<file path="src/rtl/mem_pkg.sv">
// Shared types for the data_memory wait-state responder: FSM states,
// the latched operation code and the width of the wait-state counter.
package mem_pkg;

  // Wait counter width; WAIT_STATES must fit in it (0..15).
  localparam int CNT_W = 4;

  // Responder FSM states.
  typedef enum logic [1:0] {
    IDLE   = 2'd0,
    ACCESS = 2'd1,
    RESP   = 2'd2
  } state_t;

  // Operation latched at request accept.
  typedef enum logic {
    OP_RD = 1'b0,
    OP_WR = 1'b1
  } op_t;

endpackage : mem_pkg

</file>
<file path="src/rtl/ram_array.sv">
// Synchronous single-port word array. One access per enabled edge:
// either a write of wdata, or a read whose result is registered into rdata.
// rdata holds its value across writes and idle cycles.
module ram_array #(
  parameter int ADDR_W = 8,
  parameter int DATA_W = 16
) (
  input  logic              clk,
  input  logic              en,
  input  logic              we,
  input  logic [ADDR_W-1:0] addr,
  input  logic [DATA_W-1:0] wdata,
  output logic [DATA_W-1:0] rdata
);

  localparam int DEPTH = 1 << ADDR_W;

  logic [DATA_W-1:0] mem [DEPTH];

  // Single-port access: write stores, read captures into the output register.
  // NOTE: the array and its read register have no reset so the tool can map
  // them onto a RAM macro; contents stay unknown until written.
  always_ff @(posedge clk) begin
    if (en) begin
      if (we) begin
        mem[addr] <= wdata;
      end else begin
        rdata <= mem[addr];
      end
    end
  end

endmodule : ram_array

</file>
<file path="src/rtl/data_memory.sv">
// Slow memory responder for the processor's RAM port. A request is latched
// in IDLE, held for WAIT_STATES extra cycles in ACCESS, performed on the
// ACCESS->RESP edge and acknowledged with a one-cycle mem_ready in RESP.
// Requests that cannot be served (both strobes, or any strobe while busy)
// are dropped and flagged with a one-cycle mem_err.
module data_memory
  import mem_pkg::*;
#(
  parameter int ADDRESS_LEN = 8,
  parameter int DATA_LEN    = 16,
  parameter int WAIT_STATES = 2   // legal range 0..15
) (
  input  logic                   clk,
  input  logic                   rst_n,
  input  logic                   read,
  input  logic                   write,
  input  logic [ADDRESS_LEN-1:0] ram_addr,
  input  logic [DATA_LEN-1:0]    ram_in,
  output logic [DATA_LEN-1:0]    ram_out,
  output logic                   mem_ready,
  output logic                   mem_busy,
  output logic                   mem_err
);

  state_t                 state;
  op_t                    op_q;
  logic [ADDRESS_LEN-1:0] addr_q;
  logic [DATA_LEN-1:0]    data_q;
  logic [CNT_W-1:0]       cnt;
  logic                   rd_valid;
  logic [DATA_LEN-1:0]    rdata;

  logic one_req;
  logic any_req;
  logic both_req;
  logic access_done;

  assign one_req     = read ^ write;
  assign any_req     = read | write;
  assign both_req    = read & write;
  assign access_done = (state == ACCESS) && (cnt == '0);

  // The array sees only latched address/data, so input changes after the
  // accept edge cannot disturb the access in flight. The enable comes from
  // registered state, so an asynchronous reset drops a pending write.
  ram_array #(
    .ADDR_W (ADDRESS_LEN),
    .DATA_W (DATA_LEN)
  ) u_ram (
    .clk   (clk),
    .en    (access_done),
    .we    (access_done && (op_q == OP_WR)),
    .addr  (addr_q),
    .wdata (data_q),
    .rdata (rdata)
  );

  // The array's read register has no reset, so ram_out is forced to zero
  // until the first read after reset completes; afterwards it shows the
  // registered read data, which only changes when a read completes.
  assign ram_out = rd_valid ? rdata : '0;

  // Wait-state FSM with request latches, counter and registered flags.
  // NOTE: every register here uses non-blocking assignment so all state
  // updates see the pre-edge values, exactly like the hardware flops.
  always_ff @(posedge clk or negedge rst_n) begin
    if (!rst_n) begin
      state     <= IDLE;
      op_q      <= OP_RD;
      addr_q    <= '0;
      data_q    <= '0;
      cnt       <= '0;
      rd_valid  <= 1'b0;
      mem_ready <= 1'b0;
      mem_busy  <= 1'b0;
      mem_err   <= 1'b0;
    end else begin
      mem_ready <= 1'b0;
      mem_err   <= 1'b0;
      case (state)
        IDLE: begin
          if (one_req) begin
            state    <= ACCESS;
            op_q     <= write ? OP_WR : OP_RD;
            addr_q   <= ram_addr;
            data_q   <= ram_in;
            cnt      <= CNT_W'(WAIT_STATES);
            mem_busy <= 1'b1;
          end else if (both_req) begin
            mem_err <= 1'b1;
          end
        end
        ACCESS: begin
          if (any_req) begin
            mem_err <= 1'b1;
          end
          if (cnt == '0) begin
            state     <= RESP;
            mem_ready <= 1'b1;
            if (op_q == OP_RD) begin
              rd_valid <= 1'b1;
            end
          end else begin
            cnt <= cnt - 1'b1;
          end
        end
        RESP: begin
          if (any_req) begin
            mem_err <= 1'b1;
          end
          state    <= IDLE;
          mem_busy <= 1'b0;
        end
        default: begin
          state    <= IDLE;
          mem_busy <= 1'b0;
        end
      endcase
    end
  end

endmodule : data_memory

</file>
<file path="config.mk">
export PLATFORM = sky130hd
export DESIGN_NAME = data_memory
export DESIGN_NICKNAME = d
export VERILOG_FILES = /design/src/rtl/mem_pkg.sv /design/src/rtl/ram_array.sv /design/src/rtl/data_memory.sv
export SDC_FILE = /design/constraint.sdc
export NUM_CORES = 2
export LEC_CHECK = 0
export ABC_CLOCK_PERIOD_IN_PS = 5600
export CAP_MARGIN = 20
export CORE_MARGIN = 8
export CORE_UTILIZATION = 45
export CTS_BUF_LIST = sky130_fd_sc_hd__clkbuf_4 sky130_fd_sc_hd__clkbuf_8 sky130_fd_sc_hd__clkbuf_16
export CTS_CLUSTER_DIAMETER = 100
export DETAILED_ROUTE_END_ITERATION = 12
export PLACE_DENSITY = 0.7
export SETUP_SLACK_MARGIN = 0.02
export SYNTH_ARGS = -nofsm -noshare
export SYNTH_HDL_FRONTEND = slang
export SYNTH_SLANG_ARGS = --single-unit
</file>
<file path="constraint.sdc">
create_clock -name clk -period 5.6 [get_ports clk]
set_input_delay 1.4 -clock clk [delete_from_list [all_inputs] [get_ports clk]]
set_output_delay 1.4 -clock clk [all_outputs]
set_load 0.01 [all_outputs]
</file>
# Yosys cells after proc, flatten, opt, wreduce, memory -nomap -nowiden

Memories as Yosys holds them, arrays and structs flattened. A register that Yosys moved wholly into a read port is not among the register bits.
Index checks and enable logic that the tools add are counted.

Input port bits: 28
Flip-flop bits (word level): 35
Memories: 1
Word-level logic and storage cells: 53
Memory bits (read-only): 0
Memory bits (writable): 4,096
Output and inout bits: 19
Latch bits: 0

Memory list:

| name      | depth | width | read ports | clocked after memory_dff | wr ports | line            | source |
|---|---|---|---|---|---|---|---|
| u_ram.mem | 256   | 16    | 1          | 1                        | 1        | ram_array.sv:18 | `logic [DATA_W-1:0] mem [DEPTH];` |

Bitwise operators: 6
Multiplexer cells: 19
Order comparisons: 0
$mul: 0
Divide/modulo/power cells: 0
Add/subtract/negate cells: 1
Shift-type cells: 0
Reduce and logical (&&, ||, !) cells: 12
Equality and inequality tests: 5

Operators with widths:

| kind                  | number |
|---|---|
| $mux W16              | 1 |
| $mux W1               | 10 |
| $mux W4               | 2 |
| $pmux W4 S2           | 1 |
| $reduce_and A2 Y1     | 4 |
| $reduce_and A3 Y1     | 2 |
| $logic_not A4 Y1      | 1 |
| $mux W2               | 2 |
| $ne A2 B2 Y1 const B  | 2 |
| $pmux W1 S2           | 2 |
| $pmux W2 S2           | 1 |
| $sub A4 B1 Y4 const B | 1 |
| $not A1 Y1            | 3 |
| $eq A2 B1 Y1 const B  | 1 |
| $eq A2 B2 Y1 const B  | 1 |
| $logic_and A1 B1 Y1   | 2 |
| $logic_not A2 Y1      | 1 |
| $ne A2 B1 Y1 const B  | 1 |
| $reduce_bool A2 Y1    | 1 |
| $reduce_or A2 Y1      | 1 |
| $and A1 B1 Y1         | 1 |
| $or A1 B1 Y1          | 1 |
| $xor A1 B1 Y1         | 1 |

# Depth between registers and ports, before layout

Depth in word-level cells: 6
Mapped depth: 9
Gate-level depth less buffers: 7

# Hierarchy

A second synthesis with hierarchy kept.

Cell total of the unflattened synthesis: 6,838
Area, all modules: 156,943.0 µm²

By module, submodules not included:

| module      | cells an instance | area an instance (µm²) | times used | sequential area each (µm²) |
|---|---|---|---|---|
| ram_array   | 6,705             | 155,236.4              | 1          | 123,478.4 |
| data_memory | 133               | 1,706.6                | 1          | 875.8 |

# Worst setup path before layout

OpenSTA, ideal clock, no wires.

Kind: register to register
Start: register data_q[0]
End: memory u_ram.mem[0][0] (data pin)
Buffers on the path: 0
Cell stages (with the launch flop): 1
Data arrival time: 3.179 ns
Data required time: 4.797 ns
Setup time: 0.803 ns
Setup slack: 1.618 ns
Cells stage by stage: dfrtp_1

RTL lines:

| element                | line              | source |
|---|---|---|
| start, declared        | data_memory.sv:28 | `logic [DATA_LEN-1:0] data_q;` |
| start signal, assigned | data_memory.sv:86 | `data_q <= ram_in;` |
| end, declared          | ram_array.sv:18   |  |

Straight into the memory's write port.

==> flow_summary.yaml <==
yosys:
  synth_most_common_cell: "edfxtp_1"
  yosysWarnings: 0
  yosysTopAreaCellShare_pct: 78.6
  synth_top_cells_by_count: "edfxtp_1, mux4_2, a22oi_1, nor2_1, a21oi_1"
  syn_nets: 6885
  seq_area_frac_synth_pct: 79.2
  synth_compound_area_share_pct: 3.68
  synth_area_um2: 157000
  synthMuxAreaShare_pct: 14.9
  synth_top_area_cell: "edfxtp_1"
  synth_xor_area_share_pct: 0
  synth-adder-area-share_pct: 0.0717
  ys_async_sr_fraction_pct: 0.844
  synth_area_leaders: "edfxtp_1, mux4_2, a22oi_1"
  synth_enable_flop_cells: 4112
  syn_inst: 6848
  synthSimpleGateAreaFrac_pct: 0.985
  ys_ff_latch: 4147
  yosys_most_used_dff: "edfxtp_1"
  ys_types: 33
  synth_top_family_by_area: "multiplexers"
  synth.avg_cell_area_um2: 22.9
critical_path:
  rr_startpoint: "addr_q[0]"
  end_kind: "register"
  critPathSlowestCell: "dfrtp_4"
  cp_cell_sequence: "buf_12, buf_4, mux4_2, a22oi_1, a21oi_1, o41ai_1, buf_4, nand4_1"
  path_common_cell: "buf_4"
  crit_fanout: 32
  max_stage_delay_ns: 1.14
  rrSetupSlack_ns: 0.91
  arrival_ns: 5.37
  r2r_cells: 8
  start_kind: "register"
  cp.required_ns: 6.28
  worst-setup-path-type: "reg -> reg"
  timing.rr.end: "u_ram.rdata[15]"
clock_tree:
  cts_resized: 0
  insertion_delay_ns: 0.97
  ctsHtreeMaxLevel: 5
  ctsHoldBuffers: 0
  cts_made_buffers: 407
  clockBufferDepth: 4
  cts_num_sinks: 4147
  post_cts_buffers: 0
  cts_root_buf: "clkbuf_16"
  cts.clk_slew.worst_paths_ns: 0.06
  cts_tree: "built"
global_route:
  grt_start_max_net_pins: 209
  antenna_found_initial: 21
  grt_usage_pct: 21.3
  grt_pass1_wl_um: 571000
  grt.overflow.total: 0
  grt_pass1_vias: 76700
floorplan:
  die_w_um: 607
  io_pins: 47
  dieHeight_um: 607
  coreArea_um2: 348000
  core.rowCount: 217
  start_util_pct: 45.1
  die_area_um2: 368000
placed_design:
  placed_cell_area_um2: 166000
  dp_slack_ns: 0.956
  dp_hpwl_um: 233000
  portBuffers: 46
  gp_congestion: 0.847
sta:
  setup_viol: 0
  post-route-period-util_pct: 83.8
  fin_skew_ns: 0.0613
  fin_crit_ns: 4.69
  fmax_ghz: 0.213
  slew_headroom_pct: 4.53
  postLayoutSetupSlackWorst_ns: 0.907
  finalMaxSlewViolations: 0
  fin_tns_setup_ns: 0
  final_hold_viol_count: 0
  rsz0062_at_grt: "false"
  tightestPinTransition_ns: 1.43
drt:
  drc_errors: 0
  ant_nets: 0
  drt_iter0_drc: 10800
  detail_route.wl_per_cell_um: 32.5
  drt_wl_total_um: 401000
  viasPerCell: 6.28
  drtPass1Iterations: 7
  vias: 77600
cells_and_area:
  fin_util_pct: 51.6
  syn2layout_area_growth_pct: 14.5
  drive_gt1_share_pct: 29.4
  final_area_um2: 180000
  n_fill_cell: 26000
  nNetsFinal: 7440
power:
  power.leakage_nw: 55.6
  ir_worst_vdd_v: 0.000496
  finalPower_mw: 94.8
  p_per_area_nw_per_um2: 527
flow_run:
  maxCapViolations: 0
status:
  outcome: "finished clean"
min_path:
  hold_class: "in -> async"
## worst max path at each step
| stage | start | to | slack (ns) | cells past startpoint |
|---|---|---|---|---|
| final | addr_q[0] | u_ram.rdata[15] | 0.91 | 8 |
| after global routing | addr_q[0] | u_ram.rdata[15] | 0.79 | 8 |
| after CTS | rd_valid | ram_out[4] | 0.79 | 2 |
| after detailed placement | addr_q[0] | u_ram.rdata[15] | 0.96 | 8 |
| after global placement | addr_q[0] | u_ram.rdata[7] | 0.35 | 7 |
| after floorplan | data_q[0] | u_ram.mem[0][0] | 1.62 | 0 |
## layer usage
| metal | share of wire (%) | vias up | wire [µm] | GRT usage [%] |
|---|---|---|---|---|
| met4 | 3.8 | 10 | 15100 | 7.11 |
| met3 | 10 | 744 | 42100 | 4.36 |
| li1 | - | 30600 | - | - |
| met1 | 38 | 41400 | 151000 | 29.6 |
| met2 | 48 | 4948 | 193000 | 34.0 |
| met5 | 0.018 | - | 74 | 0 |
## worst max-delay path, delay by kind of cell, from the launching register on
family                 cells  cell delay, ns
AOI/OAI and AO/OA          3            1.43
buffers and inverters      3            1.09
DFF                        1            1.14
muxes                      1            0.56
and+or+nand+nor            1            0.11
## metrics by stage
stage          instances  hold slack (ns)
2_1_floorplan       6848            0.487
3_3_place_gp       11600            0.523
3_5_place_dp       11600            0.535
4_1_cts            12300            0.525
5_1_grt            12300            0.574
6_report           12400            0.550
## registers in the layout (all words and copies together), names as in the netlist
name / flops
mem_err: 1
mem_ready: 1
mem_busy: 1
data_q: 16
cnt: 4
rd_valid: 1
state: 2
addr_q: 8
u_ram.rdata: 16
op_q: 1
u_ram.mem: 4096
## layout by cell type (no fill, tap or decap), types with 3 or more instances in the layout
cell	instances
nand2_1	21
nand2_2	16
buf_4	462
o41ai_1	50
nand3_1	6
clkinv_1	98
clkinv_8	6
nor2b_1	4
a21oi_1	261
clkdlybuf4s50_1	45
clkbuf_16	409
nor3b_1	3
nor3_1	3
nor2_1	263
inv_8	3
mux4_2	1024
ha_1	9
nand4_1	17
inv_6	4
clkinvlp_4	12
bufinv_16	41
inv_1	7
and2_1	17
diode_2	14
edfxtp_1	4112
buf_2	3
o21ai_0	8
clkbuf_4	79
inv_16	5
a22oi_1	512
o41ai_2	14
dfrtp_1	17
dfrtp_4	18
clkinv_2	74
mux2_2	24
nor2b_4	3
clkinv_4	3
clkinv_16	13
buf_12	53
## final cells by class
type | instances | area [µm²] | area share (%)
Antenna cell | 14 | 35.0 | 0.0195
Clock buffer | 488 | 10800 | 6.02
Clock inverter | 259 | 2740 | 1.53
Sequential cell | 4147 | 124000 | 69.2
Multi-Input combinational cell | 2275 | 31000 | 17.2
Timing Repair Buffer | 565 | 5050 | 2.81
Tap cell | 4599 | 5750 | 3.20
Inverter | 7 | 26.3 | 0.0146
## where the power goes
| part | total, mW | switching, mW | internal [mW] |
|---|---|---|---|
| sequential | 40.7 | 1.53 | 39.1 |
| clock | 27.5 | 11.7 | 15.8 |
| combinational | 26.6 | 17.0 | 9.63 |
## logic make-up (layout without fill, tap and decap cells)
kind of cell,after synthesis,in the layout
AND/OR/NAND/NOR,368,368
adder cells (fa/ha/maj),9,9
AO/OA/AOI/OAI,850,850
buffers and inverters,426,1319
other,0,14
multiplexers,1048,1048
flip-flops,4147,4147
Note: power is estimated with default switching activity, not from simulation.
